File: src/rtl/decode_issue_arbiter.sv
// Two-port round-robin arbiter between decode lanes and the issue register.
// Tags each issued instruction with a free-running major ID.
module decode_issue_arbiter #(
    parameter int addressWidth            = 64,
    parameter int instructionWidth        = 32,
    parameter int PidSize                 = 20,
    parameter int TidSize                 = 16,
    parameter int instructionCounterWidth = 64
) (
    input  logic                               clock_i,
    input  logic                               reset_i,
    input  logic                               stall_i,
    input  logic                               flush_i,

    input  logic                               req0Valid_i,
    output logic                               req0Ready_o,
    input  logic [instructionWidth-1:0]        req0Instruction_i,
    input  logic [addressWidth-1:0]            req0Address_i,
    input  logic [PidSize-1:0]                 req0Pid_i,
    input  logic [TidSize-1:0]                 req0Tid_i,

    input  logic                               req1Valid_i,
    output logic                               req1Ready_o,
    input  logic [instructionWidth-1:0]        req1Instruction_i,
    input  logic [addressWidth-1:0]            req1Address_i,
    input  logic [PidSize-1:0]                 req1Pid_i,
    input  logic [TidSize-1:0]                 req1Tid_i,

    output logic                               outputEnable_o,
    output logic [instructionWidth-1:0]        instruction_o,
    output logic [addressWidth-1:0]            instructionAddress_o,
    output logic [PidSize-1:0]                 instructionPid_o,
    output logic [TidSize-1:0]                 instructionTid_o,
    output logic [instructionCounterWidth-1:0] instructionMajId_o,
    output logic                               grant_o
);

    logic                               prio;
    logic [instructionCounterWidth-1:0] majCnt;

    logic                               anyValid;
    logic                               selIdx;
    logic                               canIssue;
    logic                               transfer;
    logic [instructionWidth-1:0]        selInstruction;
    logic [addressWidth-1:0]            selAddress;
    logic [PidSize-1:0]                 selPid;
    logic [TidSize-1:0]                 selTid;

    // With both ports valid the pointer decides; otherwise the lone valid port wins.
    always_comb begin
        anyValid = req0Valid_i | req1Valid_i;
        selIdx   = (req0Valid_i && req1Valid_i) ? prio : req1Valid_i;
        canIssue = reset_i & ~stall_i & ~flush_i;
        transfer = canIssue & anyValid;

        req0Ready_o = transfer & ~selIdx;
        req1Ready_o = transfer & selIdx;

        if (selIdx) begin
            selInstruction = req1Instruction_i;
            selAddress     = req1Address_i;
            selPid         = req1Pid_i;
            selTid         = req1Tid_i;
        end else begin
            selInstruction = req0Instruction_i;
            selAddress     = req0Address_i;
            selPid         = req0Pid_i;
            selTid         = req0Tid_i;
        end
    end

    always_ff @(posedge clock_i or negedge reset_i) begin
        if (!reset_i) begin
            outputEnable_o       <= 1'b0;
            instruction_o        <= '0;
            instructionAddress_o <= '0;
            instructionPid_o     <= '0;
            instructionTid_o     <= '0;
            instructionMajId_o   <= '0;
            grant_o              <= 1'b0;
            majCnt               <= '0;
            prio                 <= 1'b0;
        end else if (flush_i) begin
            outputEnable_o <= 1'b0;
        end else if (!stall_i) begin
            if (transfer) begin
                outputEnable_o       <= 1'b1;
                instruction_o        <= selInstruction;
                instructionAddress_o <= selAddress;
                instructionPid_o     <= selPid;
                instructionTid_o     <= selTid;
                instructionMajId_o   <= majCnt;
                grant_o              <= selIdx;
                majCnt               <= majCnt + instructionCounterWidth'(1);
                prio                 <= ~selIdx;
            end else begin
                outputEnable_o <= 1'b0;
            end
        end
    end

endmodule

File: config.mk
export PLATFORM = sky130hd
export DESIGN_NAME = decode_issue_arbiter
export DESIGN_NICKNAME = d
export VERILOG_FILES = /design/src/rtl/decode_issue_arbiter.sv
export SDC_FILE = /design/constraint.sdc
export NUM_CORES = 1
export LEC_CHECK = 0
export ABC_AREA = 1
export ABC_CLOCK_PERIOD_IN_PS = 1900
export BUFFER_PORTS_ARGS = -buffer_cell sky130_fd_sc_hd__buf_4
export CELL_PAD_IN_SITES_DETAIL_PLACEMENT = 1
export CELL_PAD_IN_SITES_GLOBAL_PLACEMENT = 2
export CORE_MARGIN = 2
export CORE_UTILIZATION = 27
export CTS_CLUSTER_DIAMETER = 50
export DETAILED_ROUTE_END_ITERATION = 8
export MAX_ROUTING_LAYER = met4
export PLACE_DENSITY_LB_ADDON = 0.15
export SYNTH_ARGS = -nofsm -noshare
export SYNTH_HDL_FRONTEND = slang
export SYNTH_SLANG_ARGS = --single-unit
File: constraint.sdc
create_clock -name clock_i -period 1.9 [get_ports clock_i]
set_clock_uncertainty 0.05 [all_clocks]
set_input_delay 0.285 -clock clock_i [delete_from_list [all_inputs] [get_ports clock_i]]
set_output_delay 0.285 -clock clock_i [all_outputs]
set_load 0.005 [all_outputs]
# Word level (Yosys, flattened, before mapping)
# Cells that the tools add are included.
# op_classes
n_reduce_logical	2
div	0
n_eq_ne	1
n_mux	8
n_addsub	1
bitwise_logic	9
n_mul	0
magnitude_cmp	0
n_shift	0
# op_table
cell	n
64-bit by 1-bit adder with 64-bit output (second input constant)	1
64-bit 2-to-1 mux	1
32-bit 2-to-1 mux	1
20-bit 2-to-1 mux	1
16-bit 2-to-1 mux	1
1-bit AND	5
1-bit 2-to-1 mux	4
1-bit inverter	3
3-bit AND reduction	1
2-bit by 1-bit inequality test with 1-bit output (second input constant)	1
1-bit logical AND	1
1-bit OR	1
# word_totals
mem_bits_rw	0
input_bits	270
mem_count	0
output_inout_bits	200
regBits	263
mem_bits_ro	0
latchBits	0
wordCells	30

# Longest topological paths before layout
# Gate-level depths: netlist of the first run.
# logic_depth
ltp_word	7
depth_mapped	10
mapped_depth_nobuf	10

# Worst setup path before layout of the first run
# Ideal clock, no wire load.
# synth_timing
path_kind	reg2reg
start	register majCnt[1]
end	register majCnt[32]
path_stages_with_launch	11
synth_period_minus_slack_ns	1.503
setup_slack_ns	0.397
setup_ns	0.117
arrival_ns	1.336
path_cell_list	dfrtp_1 -> ha_1 -> nand2_1 -> nor2_2 -> nand2_1 -> nor2_4 -> nand2_2 -> nor2_2 -> nand2_1 -> nand2_1 -> nand2_1
# synth_via
elab_chain_len	1
# synth_rtl
item	line_no	text
from (decl)	39	logic [instructionCounterWidth-1:0] majCnt;
from (signal assigned)	95	majCnt <= majCnt + instructionCounterWidth'(1);
64-bit by 1-bit adder with 64-bit output	95	
# No other way between the ends.
# A chain may end at the register's enable or synchronous reset.

# Worst setup path in the final report of the first run
# layout_timing
start	register prio
end	output req0Ready_o
# layout_via
elab_chain_len	3
# layout_rtl
item	line_no	text
from (decl)	38	logic prio;
from (signal assigned)	96	prio <= ~selIdx;
1-bit 2-to-1 mux	53	selIdx = (req0Valid_i && req1Valid_i) ? prio : req1Valid_i;
1-bit inverter	57	req0Ready_o = transfer & ~selIdx;
1-bit AND	57	
to (decl)	16	output logic req0Ready_o,
# No other way between the ends.

==> results of run 1 <==
==> registers in the layout (all words and copies together) (netlist names) <==
name,flops
grant_o,1
instructionAddress_o,64
instructionMajId_o,64
instructionPid_o,20
instructionTid_o,16
instruction_o,32
majCnt,64
outputEnable_o,1
prio,1
==> layout by cell type, fill, tap and decap left out, drive strengths merged, types with 5 or more instances in the layout <==
cell type / count
clkbuf: 49
inv: 95
clkinv: 8
diode: 19
nand4: 16
xor2: 27
nand3: 175
nand2: 699
nor3: 8
clkinvlp: 5
dfrtp: 263
dlygate4sd3: 266
nor2: 115
o21ai: 56
buf: 533
==> cell type report <==
type                            count  area (um2)
Multi-Input combinational cell   1106        4860
Timing Repair Buffer              800        6840
Tap cell                          592         741
Fill cell                        5275       23400
Sequential cell                   263        6580
Inverter                           92         355
Clock buffer                       49        1100
Clock inverter                     20         239
Antenna cell                       19        47.5
==> cell families after synthesis <==
kind of cell               share of synthesized area [%]
xor gates and xnor gates                            2.25
DFF                                                 54.6
AOI/OAI and AO/OA                                   2.36
buffers and inverters                               5.56
adders and majority gates                          0.104
and+or+nand+nor                                     35.2
==> per-stage QoR <==
step / hold slack [ns] / instance area [um2]
6_report: 0.0372 / 20800
5_1_grt: 0.0692 / 20800
4_1_cts: 0.00934 / 20700
3_5_place_dp: 0.0230 / 16600
3_3_place_gp: 0.0213 / 16600
2_1_floorplan: -0.0606 / 12100
==> what timing repair did <==
| action | 4_1_cts | 5_1_grt |
|---|---|---|
| pin swaps | 1 | 4 |
| endpoints found under the setup margin | 2 | 30 |
| gates cloned | 1 | 0 |
| hold buffers | 267 | 0 |
| buffers inserted | 6 | 4 |
| gates resized for setup | 4 | 18 |
| hold endpoints to repair | 184 | 0 |
==> worst max-delay path by stage <==
stage,to,cells past startpoint
2_1_floorplan,majCnt[32],10
3_3_place_gp,majCnt[42],9
3_5_place_dp,majCnt[48],9
4_1_cts,req1Ready_o,7
5_1_grt,req0Ready_o,6
6_report,req0Ready_o,6
==> layer usage <==
metal  vias up  wire (um)  track usage, %
li1       6354          -               -
met1      6769      25300            31.7
met2       439      31300            46.4
met3       168       3940            6.92
met4         0       3160            13.1
met5         -          0               -
==> report_power, final <==
part / internal [mW] / total (mW) / leakage, nW / switching, mW
Clock: 4.66 / 7.52 / 0.642 / 2.86
Combinational: 2.14 / 3.94 / 6.36 / 1.80
Sequential: 6.41 / 6.96 / 3.33 / 0.547
==> worst register-to-register path, delay by kind of cell (launching register included) <==
kind / cells / cell delay [ns]
DFF: 1 / 0.38
adders and majority gates: 1 / 0.21
AOI/OAI and AO/OA: 1 / 0.20
buffers and inverters: 1 / 0.13
and+or+nand+nor: 6 / 0.67
==> run metrics, run 1 <==
worst path cell trace=inv_2 -> a21oi_2 -> inv_1 -> nand2_2 -> inv_8 -> buf_4; PwrDens=887 mW/mm2; #FFs+latches synth=263; 1st-pass router iterations=7; Crit Path Category=reg -> out; Buffers on Ports=469; CTS clk-pin slew, worst paths=0.06 ns; Hold WC Path Type=in -> reg; status=completed; Critical path origin=prio; CP Max Fanout=2; Die Height=215 um; core footprint=0.0441 mm2; RR Startpoint=majCnt[1]; Starting Density=27.3%; register area share after synthesis=54.6%; nets=2574; clock root buffer=clkbuf_16; Die W=215 um; max_slew headroom=60.4%; syn nets=1789; Pwr Total=18.4 mW; Post-synth EDFFs=0; CP Launch Type=flop; hold_sp=stall_i; first-pass GRT wire length=94900 um; Reg2Reg Setup Slack=0.11 ns; # DRC=0; final-report setup violation count=0; vias in the first global route=14900; final period utilization=95.2%; routed len/inst=21.7 um; Critical Path Sink Type=output pin; Critical Path AT=1.47 ns; # IOs=470; Post-Syn Area=0.0121 mm2; row cnt=77; H-Tree Depth=2; via/cell ratio=4.67; syn_area_per_cell=7.95 um2; Cell variety after synth=28; GRT Overall Usage=27.9%; clock sink count=263; routed wire length=63700 um; RePlAce Congestion=0.880; clock buffer count from CTS=40; most common cell in the netlist=nand2_1; post-placement cell count=2577; Worst R2R Path Depth=9; number of max-cap violations=0; Ys Warns=0; Leakage=10.3 nW; die area=0.0464 mm2; Final HPWL DP=44200 um; worst slack, placed=0.0619 ns; Slew @ Worst Pin=0.593 ns; post-layout util=47.1%; worst setup slack after layout=0.0916 ns; Congestion Overflow GR=0; worst endpoint required time=1.56 ns; setup TNS=0 ns; ys flop type=dfrtp_1; initial antenna violation count=17; share of the synthesized area in the top cell type=54.6%; Area contributors post-synth=dfrtp_1 55%, nand2_1 21%, nand3_1 7.2%; Non-Filler Instances=2941; reg2reg end=majCnt[48]; Top delay family on crit path=flip-flops; Worst Hold Endpoint=outputEnable_o; largest net degree at the start of global routing=95; largest stage delay on the critical path=0.33 ns; RSZ-0062 raised after global routing=false; Peak Freq=0.553 GHz; clk_lat worst skew=0.56 ns; post-route ant nets=0; Min-Delay Path Depth=5; clock buffer depth=3; Final Max Tran Viols=0; Layout area overhead=72.1%; DR iter-0 viols=785; Async S/R FF share, synth=100%; Cells after Synth=1518; CTS tree=built; Yosys top cell by area=dfrtp_1; share of post-route cells with drive strength above 1=27.8%; Max IR drop VDD=0.563 mV; Final Hold Fails=0; total number of vias=13700; final period demand of the worst path=1.81 ns; Crit path buffers/inverters=4; commonest cells in the netlist=691 x nand2_1, 263 x dfrtp_1, 173 x nand3_1, 96 x nor2_1, 89 x inv_1; critical path's slowest cell=dfrtp_1
Power figures use the tool's default switching activity.
==> run 2, diff against run 1 <==
CORE_ASPECT_RATIO = 1.4   (was unset)
PLACE_DENSITY = 0.87   (was unset)
PLACE_DENSITY_LB_ADDON = unset   (was 0.15)
==> run metrics, run 2 (synthesized netlist as in run 1, its figures left out) <==
row cnt=91 (+18%); post-route ant nets=0 (unchanged); # IOs=470 (unchanged); first-pass GRT wire length=96700 um (+1.9%); largest net degree at the start of global routing=162 (+71%); largest stage delay on the critical path=0.34 ns (about the same); Critical Path Sink Type=output pin; post-layout util=46.4% (-0.69 points); number of max-cap violations=0 (unchanged); commonest cells after routing, fill and taps aside=687 x nand2_1, 513 x buf_4, 261 x dfrtp_1, 254 x dlygate4sd3_1, 171 x nand3_1; CP Max Fanout=7 (+5); final period utilization=96.7% (+1.5 points); Hold WC Path Type=in -> reg; PwrDens=847 mW/mm2 (-4.5%); nets=2554 (-0.78%); share of post-route cells with drive strength above 1=27.3% (-0.48 points); GRT Overall Usage=29.0% (+1.1 points); Critical Path AT=1.50 ns (+0.03 ns); 1st-pass router iterations=5 (-2); Buffers on Ports=469 (unchanged); via/cell ratio=4.88 (+4.6%); critical path's slowest cell=dfrtp_1; total number of vias=14200 (+3.1%); Congestion Overflow GR=0 (unchanged); M3 GR Usage=9.43% (+2.5 points); routed len/inst=23.2 um (+6.9%); met2 Use GR=49.8% (+3.5 points); clock sink count=263 (unchanged); worst endpoint required time=1.56 ns (about the same); worst path cell trace=inv_2 -> a21oi_4 -> inv_1 -> nand2_2 -> inv_6 -> buf_4; worst setup slack after layout=0.0626 ns (-0.0291 ns); clk_lat worst skew=0.51 ns (-0.05 ns); met1 GRT Util=28.1% (-3.6 points); Die W=183 um (-15%); Reg2Reg Setup Slack=0.09 ns (-0.02 ns); H-Tree Depth=2 (unchanged); clock buffer depth=3 (unchanged); initial antenna violation count=34 (+17); status=completed; Layout area overhead=69.4%; Slew @ Worst Pin=0.868 ns (+0.275 ns); Final HPWL DP=46100 um (+4.2%); Pwr Total=17.3 mW (-6.0%); most common cell after layout, fill and taps aside=nand2_1; worst slack, placed=0.0678 ns (+0.00593 ns); Leakage=10.2 nW (-1.5%); vias in the first global route=15600 (+4.3%); Max IR drop VDD=0.528 mV (-6.3%); routed wire length=67100 um (+5.4%); Die Height=254 um (+18%); Final Max Tran Viols=0 (unchanged); CTS clk-pin slew, worst paths=0.06 ns (about the same); Crit Path Category=reg -> out; Largest regs=instructionAddress_o: 64 flops, instructionMajId_o: 64 flops, majCnt: 64 flops; final period demand of the worst path=1.84 ns (+0.0291 ns); DR iter-0 viols=716 (-8.8%); clock buffer count from CTS=34 (-15%); final-report setup violation count=0 (unchanged); Starting Density=27.4% (+0.038 points); core footprint=0.0441 mm2 (-0.14%); Peak Freq=0.544 GHz (-1.6%); clock root buffer=clkbuf_16; die area=0.0464 mm2 (about the same); Final Hold Fails=0 (unchanged); CP Launch Type=flop; max_slew headroom=42.1% (-18 points); GRT busiest layer=met2; CTS tree=built; RePlAce Congestion=0.964 (+9.5%); # DRC=0 (unchanged)
==> run 2: changes by cell type in the layout (fill, tap and decap cells not counted), sizes merged <==
cell	change
buf	-2
bufinv	-4
clkbuf	-2
clkinv	-1
clkinvlp	-2
diode	+18
dlygate4sd3	-12
inv	-2
==> run 2: layer usage <==
metal | vias up | wire length, um
li1 | 6336 | -
met1 | 6957 | 23200
met2 | 599 | 33400
met3 | 266 | 5870
met4 | 0 | 4730
met5 | - | 0
==> run 2: report_power, final <==
group	leakage [nW]	switching, mW	internal [mW]
combinational	6.32	1.87	2.10
sequential	3.33	0.568	6.41
clock	0.533	2.61	3.75
==> run 2: final timing paths <==
kind / end / startpoint / cells past startpoint
max: req0Ready_o / prio / 6
min: instructionAddress_o[59] / req0Address_i[59] / 3
max reg2reg: instructionPid_o[6] / prio / 10
min reg2reg: instructionMajId_o[30] / instructionMajId_o[30] / 2
max in group asynchronous: majCnt[21] / reset_i / 4
min in group asynchronous: instructionTid_o[8] / reset_i / 4
==> run 2: metrics by stage <==
| stage | setup TNS [ns] | instance area [um2] | instances | hold WS (ns) |
|---|---|---|---|---|
| after floorplan | 0 | 12100 | 1518 | -0.0606 |
| after global placement | 0 | 16600 | 2545 | 0.313 |
| after detailed placement | 0 | 16600 | 2545 | 0.319 |
| after CTS | -0.00729 | 20300 | 2860 | 0.000639 |
| after global routing | -0.0494 | 20400 | 2897 | 0.000832 |
| final | 0 | 20400 | 2900 | 0.00118 |
==> run 2: repair_timing <==
action	in CTS	in global routing
setup endpoints to repair	2	71
cloned	1	0
setup buffers	2	3
hold buffers	255	0
hold endpoints to repair	251	0
gates resized for setup	6	14
pin swaps	1	2
==> run 2: worst max-delay path, delay by kind of cell (launching register included) <==
kind | cells | cell delay [ns]
buf+inv | 4 | 0.36
flops | 1 | 0.34
compound gates | 1 | 0.17
simple gates | 1 | 0.11
==> run 2: cell type report <==
cell class,count,area (um2)
Antenna cell,37,92.6
Sequential cell,263,6580
Tap cell,558,698
Inverter,92,353
Timing Repair Buffer,786,6760
Clock buffer,47,1010
Multi-Input combinational cell,1106,4860
Fill cell,5238,23600
Clock inverter,11,80.1
